**src/rtl/shf_barrel_pipe.sv**
```systemverilog
// Pipelined barrel shifter: logical left/right, arithmetic right and rotate left, with a tag sideband.
// Define SHF_BARREL_PIPE_STICKY_EN to build the sticky (OR of discarded bits) path; otherwise o_sticky is 0.
module shf_barrel_pipe #(
    parameter int SIZE_DATA      = 32,
    parameter int SIZE_SHIFT     = 5,
    parameter int STAGES_PER_REG = 2,
    parameter int SIZE_TAG       = 4
) (
    input  logic                  i_clk,
    input  logic                  i_rst,
    input  logic                  i_valid,
    output logic                  o_ready,
    input  logic [1:0]            i_mode,
    input  logic [SIZE_SHIFT-1:0] i_shift_number,
    input  logic [SIZE_DATA-1:0]  i_data,
    input  logic [SIZE_TAG-1:0]   i_tag,
    output logic                  o_valid,
    input  logic                  i_ready,
    output logic [SIZE_DATA-1:0]  o_data,
    output logic                  o_sticky,
    output logic [SIZE_TAG-1:0]   o_tag
);

    localparam int NUM_REGS = (SIZE_SHIFT + STAGES_PER_REG - 1) / STAGES_PER_REG;

    // Handshake: a beat transfers on a rising edge where valid and ready are both high.
    // The whole pipe moves as one unit whenever the output register is empty or being consumed.
    logic adv;
    assign adv     = ~o_valid | i_ready;
    assign o_ready = adv;

    genvar g, k;
    generate
        for (g = 0; g < NUM_REGS; g++) begin : grp
            localparam int FIRST = g * STAGES_PER_REG;
            localparam int AW    = SIZE_SHIFT - FIRST;
            localparam int NST   = (AW < STAGES_PER_REG) ? AW : STAGES_PER_REG;

            logic                 valid_in;
            logic [1:0]           mode_in;
            logic [AW-1:0]        amt_in;
            logic [SIZE_TAG-1:0]  tag_in;
            logic [SIZE_DATA-1:0] data_in;
            logic                 valid_q;
            logic [SIZE_DATA-1:0] data_d;
            logic [SIZE_DATA-1:0] data_q;
            logic [SIZE_TAG-1:0]  tag_q;
`ifdef SHF_BARREL_PIPE_STICKY_EN
            logic                 sticky_in;
            logic                 sticky_d;
            logic                 sticky_q;
`endif

            if (g == 0) begin : src
                assign valid_in  = i_valid;
                assign mode_in   = i_mode;
                assign amt_in    = i_shift_number;
                assign tag_in    = i_tag;
                assign data_in   = i_data;
`ifdef SHF_BARREL_PIPE_STICKY_EN
                assign sticky_in = 1'b0;
`endif
            end else begin : src
                assign valid_in  = grp[g-1].valid_q;
                assign mode_in   = grp[g-1].fwd.mode_q;
                assign amt_in    = grp[g-1].fwd.amt_q;
                assign tag_in    = grp[g-1].tag_q;
                assign data_in   = grp[g-1].data_q;
`ifdef SHF_BARREL_PIPE_STICKY_EN
                assign sticky_in = grp[g-1].sticky_q;
`endif
            end

            for (k = 0; k < NST; k++) begin : stg
                localparam int SH = 1 << (FIRST + k);
                logic [SIZE_DATA-1:0] din;
                logic [SIZE_DATA-1:0] shifted;
                logic [SIZE_DATA-1:0] dout;

                if (k == 0) begin : from_grp
                    assign din = data_in;
                end else begin : from_stg
                    assign din = stg[k-1].dout;
                end

                always_comb begin
                    shifted = din;
                    unique case (mode_in)
                        2'b00:   shifted = din << SH;
                        2'b01:   shifted = din >> SH;
                        2'b10:   shifted = $unsigned($signed(din) >>> SH);
                        default: shifted = (din << SH) | (din >> (SIZE_DATA - SH));
                    endcase
                end
                assign dout = amt_in[k] ? shifted : din;

`ifdef SHF_BARREL_PIPE_STICKY_EN
                logic sin;
                logic lost;
                logic sout;
                if (k == 0) begin : s_from_grp
                    assign sin = sticky_in;
                end else begin : s_from_stg
                    assign sin = stg[k-1].sout;
                end

                // Bits leaving above the MSB (left) or below the LSB (right); rotation loses nothing.
                always_comb begin
                    lost = 1'b0;
                    unique case (mode_in)
                        2'b00:        lost = |(din >> (SIZE_DATA - SH));
                        2'b01, 2'b10: lost = |(din << (SIZE_DATA - SH));
                        default:      lost = 1'b0;
                    endcase
                end
                assign sout = sin | (amt_in[k] & lost);
`endif
            end

            assign data_d = stg[NST-1].dout;
`ifdef SHF_BARREL_PIPE_STICKY_EN
            assign sticky_d = stg[NST-1].sout;
`endif

            always_ff @(posedge i_clk) begin
                if (i_rst) begin
                    valid_q <= 1'b0;
                    data_q  <= '0;
                    tag_q   <= '0;
                end else if (adv) begin
                    valid_q <= valid_in;
                    data_q  <= data_d;
                    tag_q   <= tag_in;
                end
            end

`ifdef SHF_BARREL_PIPE_STICKY_EN
            always_ff @(posedge i_clk) begin
                if (i_rst) begin
                    sticky_q <= 1'b0;
                end else if (adv) begin
                    sticky_q <= sticky_d;
                end
            end
`endif

            // Only intermediate registers carry the mode and the shift bits not yet consumed.
            if (g < NUM_REGS - 1) begin : fwd
                logic [1:0]        mode_q;
                logic [AW-NST-1:0] amt_q;
                always_ff @(posedge i_clk) begin
                    if (i_rst) begin
                        mode_q <= '0;
                        amt_q  <= '0;
                    end else if (adv) begin
                        mode_q <= mode_in;
                        amt_q  <= amt_in[AW-1:NST];
                    end
                end
            end
        end
    endgenerate

    assign o_valid = grp[NUM_REGS-1].valid_q;
    assign o_data  = grp[NUM_REGS-1].data_q;
    assign o_tag   = grp[NUM_REGS-1].tag_q;
`ifdef SHF_BARREL_PIPE_STICKY_EN
    assign o_sticky = grp[NUM_REGS-1].sticky_q;
`else
    assign o_sticky = 1'b0;
`endif

endmodule

```
**config.mk**
```make
export PLATFORM = sky130hd
export DESIGN_NAME = shf_barrel_pipe
export DESIGN_NICKNAME = d
export VERILOG_FILES = /design/src/rtl/shf_barrel_pipe.sv
export SDC_FILE = /design/constraint.sdc
export NUM_CORES = 1
export LEC_CHECK = 0
export ABC_AREA = 1
export CAP_MARGIN = 40
export CORE_MARGIN = 2
export CORE_UTILIZATION = 40
export CTS_CLUSTER_DIAMETER = 40
export CTS_CLUSTER_SIZE = 30
export DETAILED_ROUTE_END_ITERATION = 8
export SETUP_SLACK_MARGIN = 0.1
export SLEW_MARGIN = 0
export SYNTH_ARGS = -nofsm -noshare
export SYNTH_HDL_FRONTEND = slang
export SYNTH_SLANG_ARGS = --single-unit
```
**constraint.sdc**
```tcl
create_clock -name i_clk -period 1.9 [get_ports i_clk]
set_input_delay 0.57 -clock i_clk [delete_from_list [all_inputs] [get_ports i_clk]]
set_output_delay 0.57 -clock i_clk [all_outputs]
set_load 0.02 [all_outputs]
```
==> impl_metrics.yaml <==
pwr:
  p_leak_uw: 0.00434
  vdd_ir_drop_max_mv: 0.542
  p_per_area_mw_per_mm2: 861
  p_total_uw: 8080
placed_design:
  dpl_cell_area_sq_mm: 0.00880
  port-buffer-count: 84
  dp_hpwl_um: 16800
  post-place-ws_ps: -559
  place_congestion: 0.879
clock_tree:
  clock_latency_ps: 420
  htree_levels: 4
  cts_tree: "done"
  numCtsBuffers: 17
  clk_pin_slew_ps: 60
  cts.sinks: 119
  hold_buffers: 0
  clockBufferDepth: 2
  root_buffer: "clkbuf_16"
synthesis:
  yosysTopAreaCellShare: 0.316
  ys_seq_elements: 119
  synth.avg_cell_area_sq_um: 5.96
  synthArstFlopShare: 0
  ys_types: 23
  synth-main-ff-cell: "dfxtp_1"
  yosys-top-cells-area: "dfxtp_1, nand2_1, nand3_1"
  syn-cell-area_sq_mm: 0.00754
  syn_inst: 1265
  yosysMostFrequentCell: "nand2_1"
  synthTopCellsByCount: "nand2_1, nand3_1, o21ai_0"
  synthesis.nets: 1312
  synth_top_area_cell: "dfxtp_1"
  ys_seq_area_frac: 0.316
  synth_edf_count: 0
  ys_warn_count: 0
job:
  drv_cap: 0
die:
  start_util: 0.406
  coreArea_sq_mm: 0.0186
  die_w_um: 141
  rows: 50
  io_pins: 86
  die_h_um: 141
  die_area_sq_mm: 0.0200
setup_path:
  crit_type: "in -> out"
  endpoint_kind: "output port"
  crit_fanout: 3
  critPathRequiredTime_ps: 1330
  startpoint_type: "input pin"
  worstPathArrival_ps: 1160
outcome:
  outcome: "finished clean"
timing:
  rsz0062_at_grt: "no"
  fin_crit_sh: 0.912
  fin_skew_ps: 6.19
  worst_hold_slack_ps: 453
  maxSlewViolCount: 0
  min_period_ps: 1730
  setup_viol: 0
  setup_slack_ps: 167
  hold_violations: 0
  final.setup.tns_ps: 0
  timing.fmax_mhz: 577
finish:
  syn2layout_area_growth_pct: 24.6
  register_area_sq_mm: 0.00238
  post-route-cell-area_sq_mm: 0.00939
  fillers: 1938
  nNetsFinal: 1375
  multiInputGateArea_sq_mm: 0.00440
  diodes: 0
  drive_gt1_frac: 0.0969
detailed_routing:
  wire_per_inst_um: 14.9
  route.top_layer_used: "met4"
  vias_per_cell: 5.31
  first_iter_violations: 698
  drtPass1Iterations: 5
  wl_met3_um: 1030
  vias: 8368
  antenna_left: 0
  drcViolationCount: 0
  routed_wl_um: 23500
  routed-wl-met2_um: 10600
  wl_met1_um: 11100
global_routing:
  grt_pass1_vias: 7592
  grt_overflow: 0
  grt_usage: 0.240
  grt_max_degree: 96
  grt_pass1_wl_um: 39000
  grt_antenna_before_repair: 0
worst_hold_path:
  min_path_type: "reg -> reg"
[worst max-delay path, cell delays in order]
cell and delay, ps:
clkdlybuf4s15_1 170, nor2_2 120, buf_6 140, inv_4 40
buf_6 120
[placed cells by master (no fill, tap or decap), drive strengths merged, types with 10 or more instances in the layout]
cell type / n
nand2: 336
nand3: 229
o21ai: 175
a21oi: 124
dfxtp: 119
inv: 96
buf: 57
nor2: 52
clkdlybuf4s50: 43
dlygate4sd2: 39
or2: 28
clkbuf: 18
o211ai: 10
[what timing repair did]
item / 4_1_cts / 5_1_grt
buffers inserted: 0 / 0
pin swaps: 1 / 1
cloned: 1 / 0
gates resized for setup: 47 / 5
setup endpoints to repair: 41 / 5
[worst paths after layout]
check	slack, ps	endpoint	start	cells after the start
worst max-delay path	170	o_ready	i_ready	5
worst min-delay path	450	grp[1].valid_q$_SDFFE_PP0P_	grp[1].valid_q$_SDFFE_PP0P_	2
worst max register to register	230	grp[1].data_q[8]$_SDFFE_PP0P_	grp[0].fwd.mode_q[0]$_SDFFE_PP0P_	10
worst min register to register	450	grp[1].valid_q$_SDFFE_PP0P_	grp[1].valid_q$_SDFFE_PP0P_	2
[layer usage]
| layer | GRT usage | up-vias |
|---|---|---|
| met3 | 0.0324 | 35 |
| met2 | 0.371 | 213 |
| met1 | 0.339 | 3789 |
| met5 | 0 | - |
| li1 | - | 4331 |
| met4 | 0.0963 | 0 |
[state kept, by name, indices dropped and copies added, names as in the netlist]
signal          cells
grp.fwd.mode_q      4
grp.valid_q         2
o_valid             1
grp.fwd.amt_q       4
o_data             32
grp.data_q         64
grp.tag_q           8
o_tag               4
[power breakdown]
group / leakage (uW) / switching [uW] / internal [uW]
combinational: 0.00307 / 1150 / 745
sequential: 0.000986 / 218 / 2740
clock: 0.000281 / 1270 / 1970
[per-stage QoR]
stage	cells	utilization
floorplan	1265	-
global placement	1542	0.473
detailed placement	1542	0.473
CTS	1575	0.505
global route	1575	0.505
finish	1575	0.505
[logic make-up after synthesis]
logic type | Yosys count | share of synthesized area
AND/OR/NAND/NOR | 646 | 0.371
AO/OA/AOI/OAI | 311 | 0.210
buffers and inverters | 187 | 0.101
flip-flops | 119 | 0.316
XOR/XNOR | 1 | 0.00116
other | 1 | 0.000498
[cell type report]
class                      instances  share of cell area
clock buffer                      18              0.0457
clock inverter                    14              0.0175
inverter                          90              0.0362
multi-input combinational        959               0.469
sequential                       119               0.254
tap                              234              0.0312
timing repair buffer             141               0.146
Power figures use the tool's default switching activity.
==> patch 1: new RTL, same flow settings <==
Add a define of `SHF_BARREL_PIPE_STICKY_EN`.
--- a/src/rtl/shf_barrel_pipe.sv
+++ b/src/rtl/shf_barrel_pipe.sv
@@ -1,5 +1,7 @@
 // Pipelined barrel shifter: logical left/right, arithmetic right and rotate left, with a tag sideband.
 // Define SHF_BARREL_PIPE_STICKY_EN to build the sticky (OR of discarded bits) path; otherwise o_sticky is 0.
+`define SHF_BARREL_PIPE_STICKY_EN
+
 module shf_barrel_pipe #(
     parameter int SIZE_DATA      = 32,
     parameter int SIZE_SHIFT     = 5,
Formal check against the unedited RTL: not equivalent (a bounded check fails within 4 cycles, from zero or initial values and one cycle with i_rst high).
==> patch 1 against the unedited design <==
- power increased by 5.4%
- largest cell class unchanged
- first-iteration DRC count up 4.7%
- final area grew 14%
- synthesized area is 4.0% higher
- critical path depth up 10
- sequential cell count rose by 3
- largest power group unchanged
- the flow now finishes with violations (setup timing)
- wire length up 7.2%
- setup slack worse by 0.19 ns
==> patch 1: results (changes against the unedited design) <==
| Metric | Value |
|---|---|
| Final worst-path setup slack | `-0.0189 ns (was 0.167 ns)` |
| Crit path launch | `grp[0].fwd.mode_q[1] (was i_ready)` |
| First-pass GRT wire length | `40.8 mm (was 39.0 mm)` |
| CP peak stage delay | `0.36 ns (was 0.17 ns)` |
| Vias in the first global route | `8158 (was 7592)` |
| DR WL met2 | `11.6 mm (was 10.6 mm)` |
| Outcome | `finished with violations (was complete, no violations)` |
| Clock skew | `0.0102 ns (was 0.00619 ns)` |
| Wl on met1 | `11.3 mm (was 11.1 mm)` |
| Worst-path clk slew | `0.06 ns (about the same)` |
| Placer Congestion | `0.919 (was 0.879)` |
| M3 GR Usage | `0.0383 (was 0.0324)` |
| WL met3 | `1.21 mm (was 1.03 mm)` |
| CP Launch Type | `flip-flop (was primary input)` |
| Critical Path AT | `2.22 ns (was 1.16 ns)` |
| Synth cell count leaders | `nand2_1, o21ai_0, dfxtp_1 (was nand2_1, nand3_1, o21ai_0)` |
| VDD IR max | `0.000540 V (was 0.000542 V)` |
| Fillers | `1886 (was 1938)` |
| Worst R2R Path Depth | `15 (was 10)` |
| Crit. End Element | `flip-flop (was output port)` |
| Critical R2R Launch | `grp[0].fwd.mode_q[1] (was grp[0].fwd.mode_q[0])` |
| Failing checks | `setup timing` |
| Met2 Resource Use GR | `0.395 (was 0.371)` |
| Fin nets | `1410 (was 1375)` |
| Internal power | `0.00563 W (was 0.00545 W)` |
| Post-Route WL | `25.2 mm (was 23.5 mm)` |
| Final setup vio count | `1 (was 0)` |
| DR iter-0 viols | `731 (was 698)` |
| Top sig layer | `met4 (unchanged)` |
| Global Route Usage Sum | `0.246 (was 0.240)` |
| Via density | `5.35 (was 5.31)` |
| Worst-path fanout max | `6 (was 3)` |
| Leading post-synthesis cells by cell area | `dfxtp_1, nand2_1, o21ai_0 (was dfxtp_1, nand2_1, nand3_1)` |
[patch 1: changes by cell type after synthesis, sizes merged, moves of 21 or more]
cell and delta:
nand2 +22, a31oi +53, o221ai +43, or2 -22, o21ai -32, nand3 -123, a21oi -56, inv +21
nor2 +21
[patch 1: kinds of logic after synthesis]
family          synth area share
fa+ha+maj                 0.0192
compound gates             0.265
flops                      0.312
simple gates               0.295
buf+inv                    0.109
[patch 1: power groups by stage]
| stage | Sequential [W] | Combinational, W | Clock [W] |
|---|---|---|---|
| detailed placement | 0.00305 | 0.00217 | 0 |
| finish | 0.00300 | 0.00240 | 0.00312 |
| CTS | 0.00299 | 0.00217 | 0.00316 |
| floorplan | 0.00305 | 0.00127 | 0 |
| global placement | 0.00304 | 0.00216 | 0 |
| global route | 0.00302 | 0.00265 | 0.00327 |
[patch 1: area by class of cell]
class,count,area share
timing repair buffer,206,0.184
clock buffer,18,0.0401
tap,265,0.0310
multi-input combinational,894,0.463
inverter,108,0.0390
timing repair inverter,2,0.00140
sequential,122,0.229
clock inverter,14,0.0127
[patch 1: stage by stage]
stage / instance area (µm²) / instances / setup slack, ns / hold slack, ns / setup TNS [ns]
4_1_cts: 10200 / 1614 / 0.0145 / 0.460 / 0
3_3_place_gp: 9560 / 1577 / -0.638 / 0.445 / -21.65
2_1_floorplan: 7840 / 1216 / 0.105 / 0.430 / 0
6_report: 10700 / 1629 / -0.0189 / 0.455 / -0.0189
5_1_grt: 10700 / 1629 / -0.151 / 0.483 / -0.411
3_5_place_dp: 9560 / 1578 / -0.721 / 0.451 / -22.97
[patch 1: what timing repair did]
item                       4_1_cts  5_1_grt
setup endpoints to repair      102       67
gates cloned                     2        1
pin swaps                        2       31
resized for setup               64      102
buffers inserted                 2       14
==> patch 2: new RTL, same settings <==
Without the edit above. Add an input register stage for `i_mode`, without a reset; this delays it by one clock. The other inputs are not delayed to match.
--- a/src/rtl/shf_barrel_pipe.sv
+++ b/src/rtl/shf_barrel_pipe.sv
@@ -22,6 +22,12 @@
 );
 
     localparam int NUM_REGS = (SIZE_SHIFT + STAGES_PER_REG - 1) / STAGES_PER_REG;
+
+    logic [1:0] i_mode_q;
+
+    always_ff @(posedge i_clk) begin
+        i_mode_q <= i_mode;
+    end
 
     // Handshake: a beat transfers on a rising edge where valid and ready are both high.
     // The whole pipe moves as one unit whenever the output register is empty or being consumed.
@@ -53,7 +59,7 @@
 
             if (g == 0) begin : src
                 assign valid_in  = i_valid;
-                assign mode_in   = i_mode;
+                assign mode_in   = i_mode_q;
                 assign amt_in    = i_shift_number;
                 assign tag_in    = i_tag;
                 assign data_in   = i_data;
Behaviour: not the same (a bounded check fails within 4 cycles, from zero or initial values and one cycle with i_rst high).
==> patch 2 against the unedited design <==
- core utilization increased by 0.50 points
- sequential cell count increased by 2
- non-clock buffer count is 5 higher
- power increased by 2.7%
- setup slack improved by 0.0077 ns
- die area grew 1.4%
- critical path depth increased by 4
- final area increased by 1.7%
- synthesized area increased by 1.5%
- wire length grew 1.0%
- critical path type is now in2reg
- highest routed layer unchanged
==> patch 2: results (changes against the unedited design) <==
| Metric | Value |
|---|---|
| Seq. cell area | `2420 µm² (was 2380 µm²)` |
| DR WL met2 | `10.8 mm (was 10.6 mm)` |
| Worst path top cell family by delay | `buffers and inverters (unchanged)` |
| Synth top area share | `0.317 (was 0.316)` |
| Fin nets | `1377 (was 1375)` |
| Async set-or-reset flop fraction in the synthesized netlist | `0 (unchanged)` |
| IO buf count | `84 (unchanged)` |
| Vias in the first global route | `7291 (was 7592)` |
| ANT cells | `0 (unchanged)` |
| Leading post-synthesis cells by cell area | `dfxtp_1, nand2_1, nand3_1 (unchanged)` |
| Signal buf overhead | `0.151 (was 0.146)` |
| Critical Path AT | `2.08 ns (was 1.16 ns)` |
| Outcome | `complete, no violations (unchanged)` |
| Via density | `5.31 (about the same)` |
| CP peak stage delay | `0.59 ns (was 0.17 ns)` |
| H-tree depth | `4 (unchanged)` |
| Worst hold slack | `0.457 ns (was 0.453 ns)` |
| Cells after DPL | `1543 (was 1542)` |
| Multi-input gate count | `949 (was 959)` |
| Clock skew | `0.00982 ns (was 0.00619 ns)` |
| WL met3 | `1.39 mm (was 1.03 mm)` |
| Worst R2R Path Depth | `11 (was 10)` |
| Sw power | `0.00267 W (was 0.00263 W)` |
| Clock Network Area Fraction | `0.0644 (was 0.0632)` |
| Post-synth cell types | `29 (was 23)` |
| Drt wl/cell | `15.0 µm (was 14.9 µm)` |
| Reg power frac | `0.360 (was 0.366)` |
| Reg2reg end | `grp[1].data_q[18] (was grp[1].data_q[8])` |
| Multi-input combinational area share | `0.462 (was 0.469)` |
| Largest net degree at the start of global routing | `78 (was 96)` |
| Reg2reg setup slack | `0.21 ns (was 0.23 ns)` |
| VDD IR max | `0.000519 V (was 0.000542 V)` |
| Synth cell count leaders | `nand2_1, nand3_1, o21ai_0 (unchanged)` |
| Clock buffers | `18 (unchanged)` |
| Clock sinks | `121 (was 119)` |
| Placer Congestion | `0.899 (was 0.879)` |
| Met2 Resource Use GR | `0.361 (was 0.371)` |
| Critical R2R Launch | `grp[0].fwd.mode_q[1] (was grp[0].fwd.mode_q[0])` |
| Worst-path fanout max | `21 (was 3)` |
| Synthesized area per cell | `6.07 µm² (was 5.96 µm²)` |
| DR iter-0 viols | `697 (was 698)` |
| Fillers | `1944 (was 1938)` |
| Pleak | `4.45 nW (was 4.34 nW)` |
| M3 GR Usage | `0.0451 (was 0.0324)` |
| Post-Route WL | `23.7 mm (was 23.5 mm)` |
| Seq/Total Area, Yosys | `0.317 (was 0.316)` |
| Signal inverters | `95 (was 90)` |
| Slowest-stage cell, CP | `clkdlybuf4s50_1 (was clkdlybuf4s15_1)` |
| Bufs w/o clock | `146 (was 141)` |
| Detail Placement HPWL | `17.1 mm (was 16.8 mm)` |
| First-pass GRT wire length | `38.0 mm (was 39.0 mm)` |
| Met1 Usage GRT | `0.344 (was 0.339)` |
| Initial antenna violation count | `0 (unchanged)` |
| Wl on met1 | `11.3 mm (was 11.1 mm)` |
| Comb pwr | `0.00192 W` |
| Global Route Usage Sum | `0.236 (was 0.240)` |
| Layout cells sized above 1 | `0.114 (was 0.0969)` |
[patch 2: how the worst max path moves through the flow]
stage                                  from           endpoint  slack (ns)
after floorplan                     i_ready            o_ready        0.17
after global placement    i_shift_number[0]  grp[0].data_q[31]       -0.22
after detailed placement  i_shift_number[0]  grp[0].data_q[31]       -0.26
after CTS                           o_valid            o_ready        0.16
after global routing      i_shift_number[0]   grp[0].data_q[9]        0.07
final                     i_shift_number[0]  grp[0].data_q[31]        0.17
[patch 2: kinds of logic (layout without fill, tap and decap cells)]
| group | count (synthesis) | in the layout | share of synthesized area |
|---|---|---|---|
| other cells | 1 | 1 | 0.000490 |
| compound gates | 314 | 314 | 0.211 |
| simple gates | 633 | 633 | 0.363 |
| buf+inv | 190 | 273 | 0.108 |
| flops | 121 | 121 | 0.317 |
| xor+xnor | 1 | 1 | 0.00115 |
[patch 2: through the flow]
stage / setup slack, ns / total power, W / utilization / TNS [ns] / area [µm²]
after floorplan: 0.167 / 0.00425 / - / 0 / 7650
after global placement: -0.221 / 0.00497 / 0.477 / -5.80 / 8930
after detailed placement: -0.264 / 0.00497 / 0.477 / -6.29 / 8930
after CTS: 0.165 / 0.00832 / 0.508 / 0 / 9500
after global routing: 0.0690 / 0.00874 / 0.510 / 0 / 9550
final: 0.174 / 0.00830 / 0.510 / 0 / 9550
[patch 2: repair_timing]
| action | in CTS | in global routing |
|---|---|---|
| resized for setup | 38 | 5 |
| endpoints found under the hold margin | 0 | 0 |
| buffers inserted | 1 | 0 |
| cloned | 0 | 1 |
| setup endpoints to repair | 38 | 14 |
| pin swaps | 1 | 0 |
